## src/rtl/hazard_scoreboard_unit.sv

```systemverilog
// hazard_scoreboard_unit
//   Hazard and forwarding controller for a 5-stage pipeline. Each architectural
//   register has two countdown counters: wex (cycles until an EX-stage consumer
//   may proceed) and wid (cycles until an ID-stage consumer may proceed). An
//   instruction in ID stalls while any source it reads still has a nonzero
//   counter. The unit also provides EX/ID forward selects, a sticky stall
//   watchdog and a saturating stall-cycle counter.
// Ports
//   clk, rst                 clock, asynchronous active-high reset
//   id_*                     instruction currently in ID (sources, dest, latency)
//   sb_clear                 pipeline flush, kills all in-flight producers
//   ex_rs, ex_rt             source addresses held in ID/EX
//   mem_regwrite, mem_rd     EX/MEM writeback info
//   wb_regwrite, wb_rd       MEM/WB writeback info
//   stall_f, stall_d         hold PC and IF/ID
//   flush_e                  bubble into ID/EX
//   fwd_a_e, fwd_b_e         EX operand select: 00 regfile, 10 EX/MEM, 01 MEM/WB
//   fwd_a_d, fwd_b_d         ID compare operand from EX/MEM
//   hazard_err               sticky watchdog flag
//   stall_cycles             saturating count of stall cycles
module hazard_scoreboard_unit #(
   parameter int unsigned AW          = 5,
   parameter int unsigned MAX_LAT     = 4,
   parameter int unsigned EARLY_EXTRA = 1,
   parameter int unsigned STALL_TMO   = 64,
   parameter int unsigned CNT_W       = 16
) (
   input  logic             clk,
   input  logic             rst,
   input  logic             id_valid,
   input  logic [AW-1:0]    id_rs,
   input  logic [AW-1:0]    id_rt,
   input  logic             id_rs_used,
   input  logic             id_rt_used,
   input  logic             id_early,
   input  logic             id_regwrite,
   input  logic [AW-1:0]    id_rd,
   input  logic [2:0]       id_lat,
   input  logic             sb_clear,
   input  logic [AW-1:0]    ex_rs,
   input  logic [AW-1:0]    ex_rt,
   input  logic             mem_regwrite,
   input  logic [AW-1:0]    mem_rd,
   input  logic             wb_regwrite,
   input  logic [AW-1:0]    wb_rd,
   output logic             stall_f,
   output logic             stall_d,
   output logic             flush_e,
   output logic [1:0]       fwd_a_e,
   output logic [1:0]       fwd_b_e,
   output logic             fwd_a_d,
   output logic             fwd_b_d,
   output logic             hazard_err,
   output logic [CNT_W-1:0] stall_cycles
);

   localparam int unsigned NREGS = 2**AW;
   localparam int unsigned LW    = $clog2(MAX_LAT + EARLY_EXTRA + 1);
   localparam int unsigned RW    = $clog2(STALL_TMO + 1);

   logic [LW-1:0]    wex_q [NREGS];
   logic [LW-1:0]    wex_d [NREGS];
   logic [LW-1:0]    wid_q [NREGS];
   logic [LW-1:0]    wid_d [NREGS];
   logic [RW-1:0]    run_q, run_d;
   logic             err_q, err_d;
   logic [CNT_W-1:0] cnt_q, cnt_d;

   logic [LW-1:0]    lat_ex;
   logic [LW-1:0]    lat_id;
   logic             need_rs, need_rt;
   logic             stall;
   logic             issue;

   // Latency clamp; ID consumers wait EARLY_EXTRA cycles longer
   always_comb begin
      lat_ex = LW'(id_lat);
      if (32'(id_lat) > MAX_LAT) begin
         lat_ex = LW'(MAX_LAT);
      end
      lat_id = lat_ex + LW'(EARLY_EXTRA);
   end

   // Source readiness; register 0 is hardwired and never pending
   always_comb begin
      need_rs = 1'b0;
      need_rt = 1'b0;
      if (id_rs != '0) begin
         need_rs = id_early ? (wid_q[id_rs] != '0) : (wex_q[id_rs] != '0);
      end
      if (id_rt != '0) begin
         need_rt = id_early ? (wid_q[id_rt] != '0) : (wex_q[id_rt] != '0);
      end
   end

   // A flush cycle never stalls, and stalled instructions never issue
   assign stall = id_valid & ~sb_clear &
                  ((id_rs_used & need_rs) | (id_rt_used & need_rt));
   assign issue = id_valid & ~stall & ~sb_clear & id_regwrite & (id_rd != '0);

   // Scoreboard next state: decrement, then issue overrides, then flush overrides all
   always_comb begin
      for (int r = 0; r < int'(NREGS); r++) begin
         wex_d[r] = (wex_q[r] != '0) ? wex_q[r] - LW'(1) : wex_q[r];
         wid_d[r] = (wid_q[r] != '0) ? wid_q[r] - LW'(1) : wid_q[r];
      end
      if (issue) begin
         wex_d[id_rd] = lat_ex;
         wid_d[id_rd] = lat_id;
      end
      if (sb_clear) begin
         for (int r = 0; r < int'(NREGS); r++) begin
            wex_d[r] = '0;
            wid_d[r] = '0;
         end
      end
      wex_d[0] = '0;
      wid_d[0] = '0;
   end

   // Watchdog run length and saturating stall counter
   always_comb begin
      run_d = '0;
      err_d = err_q;
      cnt_d = cnt_q;
      if (stall) begin
         run_d = (run_q == RW'(STALL_TMO)) ? run_q : run_q + RW'(1);
         if (cnt_q != '1) begin
            cnt_d = cnt_q + CNT_W'(1);
         end
      end
      if (run_d == RW'(STALL_TMO)) begin
         err_d = 1'b1;
      end
   end

   always_ff @(posedge clk or posedge rst) begin
      if (rst) begin
         for (int r = 0; r < int'(NREGS); r++) begin
            wex_q[r] <= '0;
            wid_q[r] <= '0;
         end
         run_q <= '0;
         err_q <= 1'b0;
         cnt_q <= '0;
      end else begin
         for (int r = 0; r < int'(NREGS); r++) begin
            wex_q[r] <= wex_d[r];
            wid_q[r] <= wid_d[r];
         end
         run_q <= run_d;
         err_q <= err_d;
         cnt_q <= cnt_d;
      end
   end

   // Forward selects; EX/MEM has priority over MEM/WB
   always_comb begin
      fwd_a_e = 2'b00;
      fwd_b_e = 2'b00;
      fwd_a_d = 1'b0;
      fwd_b_d = 1'b0;
      if (!rst) begin
         if (mem_regwrite && (mem_rd != '0) && (mem_rd == ex_rs)) begin
            fwd_a_e = 2'b10;
         end else if (wb_regwrite && (wb_rd != '0) && (wb_rd == ex_rs)) begin
            fwd_a_e = 2'b01;
         end
         if (mem_regwrite && (mem_rd != '0) && (mem_rd == ex_rt)) begin
            fwd_b_e = 2'b10;
         end else if (wb_regwrite && (wb_rd != '0) && (wb_rd == ex_rt)) begin
            fwd_b_e = 2'b01;
         end
         fwd_a_d = mem_regwrite && (mem_rd != '0) && (mem_rd == id_rs);
         fwd_b_d = mem_regwrite && (mem_rd != '0) && (mem_rd == id_rt);
      end
   end

   assign stall_f      = stall & ~rst;
   assign stall_d      = stall & ~rst;
   assign flush_e      = stall & ~rst;
   assign hazard_err   = err_q;
   assign stall_cycles = cnt_q;

endmodule

```

## config.mk

```make
export PLATFORM = sky130hd
export DESIGN_NAME = hazard_scoreboard_unit
export DESIGN_NICKNAME = d
export VERILOG_FILES = /design/src/rtl/hazard_scoreboard_unit.sv
export SDC_FILE = /design/constraint.sdc
export NUM_CORES = 1
export LEC_CHECK = 0
export CORE_UTILIZATION = 40
export CTS_CLUSTER_SIZE = 25
export DETAILED_ROUTE_END_ITERATION = 6
export PLACE_DENSITY = 0.59
export SYNTH_ARGS = -nofsm -noshare
export SYNTH_HDL_FRONTEND = slang
export SYNTH_SLANG_ARGS = --single-unit
export TNS_END_PERCENT = 10
```

## constraint.sdc

```tcl
create_clock -name clk -period 10.6 [get_ports clk]
set_clock_uncertainty 0.05 [all_clocks]
set_input_delay 1.59 -clock clk [delete_from_list [all_inputs] [get_ports clk]]
set_output_delay 1.59 -clock clk [all_outputs]
set_load 0.01 [all_outputs]
```

==> results.yml, run 1 <==
hold_path:
  hold_path_end: "hazard_err"
  min-delay-start: "hazard_err"
  min_path_cells: 1
  hp-class: "reg2reg"
sta:
  slew_headroom_pct: 27.7
  fin_crit_sh_pct: 73.4
  hold_viol: 0
  max_freq_mhz: 128
  finalCriticalPeriod_ns: 7.78
  rsz0062_at_grt: "no"
  worst_slew_pin_slew_ns: 1.08
  drv_slew: 0
  worst_slack_ns: 2.82
  setup_viol: 0
  tns_ns: 0
route:
  drtIter0Drc: 888
  postRouteAntennaNets: 0
  routed_wl_um: 42600
  vias: 12700
  first_pass_iters: 6
  drc: 0
  vias_per_cell: 5.47
  wire_per_inst_um: 18.3
worst_setup_path:
  arrival_ns: 6.14
  critPathMaxFanout: 47
  slowest_delay_ns: 1.13
  worstReg2RegEnd: "wid_q[63]"
  criticalPathCategory: "in2out"
  critPathTopFamily: "buffers and inverters"
  rrSetupSlack_ns: 6.35
  reg2reg_from: "wid_q[37]"
  crit_top_cell: "clkdlybuf4s50_1"
  end_kind: "output port"
  rr_worst_depth: 9
  cp_slowest_cell: "clkdlybuf4s50_1"
  path_buf_inv: 4
  startpoint_type: "input port"
  cp_cell_sequence: "clkdlybuf4s50_1 -> inv_1 -> or4_1 -> nand4_1 -> nor4b_1 -> a2111oi_2 -> nand3_2 -> buf_4 -> nand2_1 -> nor2_1 -> clkdlybuf4s50_1"
  critPathRequiredTime_ns: 8.96
flow_run:
  maxCapViolCount: 0
synthesis:
  netlist_area_mm2: 0.0160
  syn_area_per_cell_um2: 9.03
  synth-main-ff-cell: "dfrtp_1"
  synth_fa_ha_area_share_pct: 10.0
  async_flop_share_pct: 100
  synth_xor_area_share_pct: 6.30
  seq_area_frac_synth_pct: 32.9
  ys_ff_latch: 210
  synth-simple-area-share_pct: 21.4
  synth_top_area_cell: "dfrtp_1"
  ys_warn_count: 0
  syn-num-nets: 1946
  ys_top_cells_by_area: "dfrtp_1, ha_1, mux2_2"
  synth-edff-count: 0
  synthMuxAreaShare_pct: 15.4
  synth_top_family_by_area: "simple AND/OR/NAND/NOR gates"
  synth_top_area_share_pct: 32.9
  synth_cell_type_count: 66
  synth_compound_area_share_pct: 7.72
  syn_inst: 1770
place:
  place_ws_ns: 2.82
  gp_congestion: 0.916
  dp_cells: 2283
  dpl_cell_area_mm2: 0.0171
  place_hpwl_um: 29700
  portBuffers: 73
die:
  die_area_mm2: 0.0408
  rows: 72
  core_mm2: 0.0390
  die_w_um: 202
  die_h_um: 202
  num_io_pins: 74
  start_util_pct: 41.0
pwr:
  power.net_switching_uw: 1910
  p_int_uw: 2730
  seqPwrFrac_pct: 29.7
  p_leak_uw: 0.00791
  clkPwrFrac_pct: 19.1
  p_comb_share_pct: 51.1
  powerDensity_mw_per_mm2: 258
  peakVddDrop_mv: 0.119
  p_sw_share_pct: 41.1
finish:
  post_layout_nonfiller_instances: 2331
  drive_gt1_share_pct: 14.0
  area_growth_pct: 12.4
  diodes: 0
  post-route-util_pct: 46.0
  final_common_cell: "nor2_1"
  nets: 1969
  layout_common_cells: "nor2_1, dfrtp_1, inv_1"
  postLayoutCellArea_mm2: 0.0180
grt:
  antenna_found_initial: 0
  grt_max_degree: 126
  track_usage_pct: 20.9
  grt_pass1_vias: 12600
  grt_overflow_total: 0
  grt_pass1_wl_um: 68300
status:
  status: "finished clean"
clock_tree:
  cts_buffer_depth: 3
  numClockSinks: 210
  root_buffer: "clkbuf_16"
  numCtsBuffers: 26
  postCtsSetupBuffers: 0
  clk_latency_ns: 0.55
  cts-resized-gates: 0
  htreeDepth: 1
  holdBufCountCts: 0
  cts_tree: "yes"
  path_clk_slew_ns: 0.06
[power by group through the flow]
stage | clock network, µW | registers [µW] | logic, µW
floorplan | 0 | 1300 | 1900
global placement | 0 | 1380 | 2270
detailed placement | 0 | 1380 | 2360
CTS | 907 | 1370 | 2380
global route | 942 | 1420 | 2690
finish | 887 | 1380 | 2370
[cell families after synthesis]
logic type | after synthesis
AO/OA/AOI/OAI | 198
multiplexers | 210
buffers and inverters | 250
flip-flops | 210
AND/OR/NAND/NOR | 659
adder cells (fa/ha/maj) | 128
XOR/XNOR | 115
[metrics by stage]
stage	total power (µW)	hold slack (ns)
floorplan	3200	0.463
global placement	3660	0.421
detailed placement	3740	0.416
CTS	4660	0.428
global route	5050	0.449
finish	4640	0.421
[flip-flops by register name, indices dropped and copies added, names as in the netlist]
register and cells:
wex_q 93, run_q 7, wid_q 93, stall_cycles 16, hazard_err 1
[layer usage]
metal / wire length, µm / share of wire (%) / track usage (%)
met5: 0 / 0 / 0
met4: 1390 / 3.3 / 7.39
met3: 2150 / 5.1 / 2.82
met2: 19900 / 47 / 34.9
met1: 19200 / 45 / 27.7
[final cells by class]
cell class / count / area, µm²
repair buffers: 87 / 832
flip-flops and latches: 210 / 5260
fillers: 3710 / 21100
clock buffers: 40 / 815
clock inverters: 8 / 48.8
well taps: 518 / 648
inverters: 158 / 601
multi-input cells: 1310 / 9760
[Yosys cell counts (all sizes together), types with 6 or more instances]
cell type  count
mux2i         45
nor4          51
ha           128
and2           7
nor4b         10
clkbuf        64
a21oi        102
or2           10
nor2         287
a2111oi        9
mux2         155
and3          12
o31ai         25
inv          156
a211oi        14
o21ai         16
nand3         50
buf           28
or4           10
mux4          10
nand4         12
or3            6
xor2          18
nor3          89
nor2b         71
nand2b        14
dfrtp        210
nand2         22
xnor2         97
[how the worst max path moves through the flow]
stage,depth (start not counted),start,endpoint,slack (ns)
after floorplan,4,rst,fwd_a_e[0],1.93
after global placement,11,id_rt[2],flush_e,3.01
after detailed placement,11,id_rt[2],flush_e,2.82
after CTS,11,id_rt[2],flush_e,2.79
after global routing,11,id_rt[2],flush_e,2.46
final,11,id_rt[2],flush_e,2.82
Note: power is estimated with default switching activity, not from simulation.
==> inputs of run 2 (changes only) <==
PLACE_DENSITY = 0.61   (was 0.59)
clock period = 6.8 ns   (was 10.6 ns; I/O delays follow)
==> results.yml, run 2 (same netlist as run 1, synthesis figures left out) <==
sta:
  drv_slew: 0
  finalCriticalPeriod_ns: 5.85
  setup_viol: 0
  worst_slew_pin_slew_ns: 1.20
  rsz0062_at_grt: "no"
  slew_headroom_pct: 19.6
  max_freq_mhz: 171
  tns_ns: 0
  hold_viol: 0
  worst_slack_ns: 0.953
  fin_crit_sh_pct: 86.0
worst_setup_path:
  critPathMaxFanout: 18
  arrival_ns: 4.78
  crit_start: "id_rs[1]"
  end_kind: "output port"
  criticalPathCategory: "in2out"
  startpoint_type: "input port"
  reg2reg_from: "wid_q[36]"
  critPathRequiredTime_ns: 5.73
route:
  postRouteAntennaNets: 0
  vias_per_cell: 5.47
  wire_per_inst_um: 18.4
  vias: 12700
  first_pass_iters: 5
  drtIter0Drc: 800
  routed_wl_um: 42700
  drc: 0
finish:
  fillerInstances: 3733
  layout_common_cells: "nor2_1, dfrtp_1, inv_1"
  area_growth_pct: 11.7
  post-route-util_pct: 45.8
  postLayoutCellArea_mm2: 0.0178
  diodes: 0
  drive_gt1_share_pct: 13.5
  nets: 1972
  final_common_cell: "nor2_1"
grt:
  antenna_found_initial: 0
  grt_overflow_total: 0
  grt_max_degree: 144
  grt_pass1_wl_um: 69200
  track_usage_pct: 21.1
  grt_pass1_vias: 12600
die:
  num_io_pins: 74
  start_util_pct: 41.0
  core_mm2: 0.0390
  die_area_mm2: 0.0408
  die_w_um: 202
  rows: 72
  die_h_um: 202
clock_tree:
  cts_tree: "yes"
  numCtsBuffers: 25
  path_clk_slew_ns: 0.05
  holdBufCountCts: 0
  numClockSinks: 210
  htreeDepth: 1
  cts-resized-gates: 0
  root_buffer: "clkbuf_16"
  postCtsSetupBuffers: 0
  clk_latency_ns: 0.53
  cts_buffer_depth: 3
place:
  place_hpwl_um: 29400
  gp_congestion: 0.933
  place_ws_ns: 0.959
  portBuffers: 73
  dpl_cell_area_mm2: 0.0171
pwr:
  p_leak_uw: 0.00785
  powerDensity_mw_per_mm2: 395
  peakVddDrop_mv: 0.161
status:
  status: "finished clean"
hold_path:
  min-delay-start: "hazard_err"
  hp-class: "reg2reg"
flow_run:
  maxCapViolCount: 0
## run 2: metrics by stage
step / hold WS [ns] / power [µW] / instances
2_1_floorplan: 0.463 / 4980 / 1770
3_3_place_gp: 0.420 / 5680 / 2287
3_5_place_dp: 0.419 / 5820 / 2287
4_1_cts: 0.432 / 7090 / 2325
5_1_grt: 0.445 / 7690 / 2325
6_report: 0.423 / 7050 / 2325
## run 2: path summary, 6_finish.rpt
path,end,slack (ns),cells after the start
max,flush_e,0.95,11
min,hazard_err,0.42,1
max reg2reg,wex_q[71],2.51,8
min reg2reg,hazard_err,0.42,1
max in group asynchronous,wex_q[44],3.97,4
min in group asynchronous,wex_q[53],1.37,3
## run 2: area by class of cell
cell class	instances	area [µm²]	area share (%)
Multi-Input combinational cell	1310	9760	54.7
Sequential cell	210	5260	29.4
Timing Repair Buffer	91	875	4.90
Clock buffer	36	707	3.96
Tap cell	518	648	3.63
Inverter	158	597	3.34
Clock inverter	2	10.0	0.0561
## run 2: layer usage
| metal | global-route usage [%] | routed length (µm) | vias to the layer above |
|---|---|---|---|
| met3 | 2.47 | 2120 | 73 |
| met4 | 5.14 | 849 | 0 |
| met2 | 35.2 | 20200 | 332 |
| met1 | 29.1 | 19500 | 6188 |
| met5 | 0 | 0 | - |
| li1 | - | - | 6129 |
## run 2: where the power goes
group	internal [µW]	switching, µW	leakage [µW]	total [µW]
logic	1740	1950	0.00472	3690
registers	1700	443	0.00278	2140
clock network	708	517	0.000353	1230
## run 2: critical path: stages
cell	delay [ns]
clkdlybuf4s50_1	0.66
buf_4	0.34
nor4_1	0.30
a2111oi_0	0.10
or4_1	0.51
a32o_1	0.30
a2111oi_2	0.43
nand3_2	0.18
nand2_1	0.31
nor2_1	0.11
clkdlybuf4s50_1	0.50
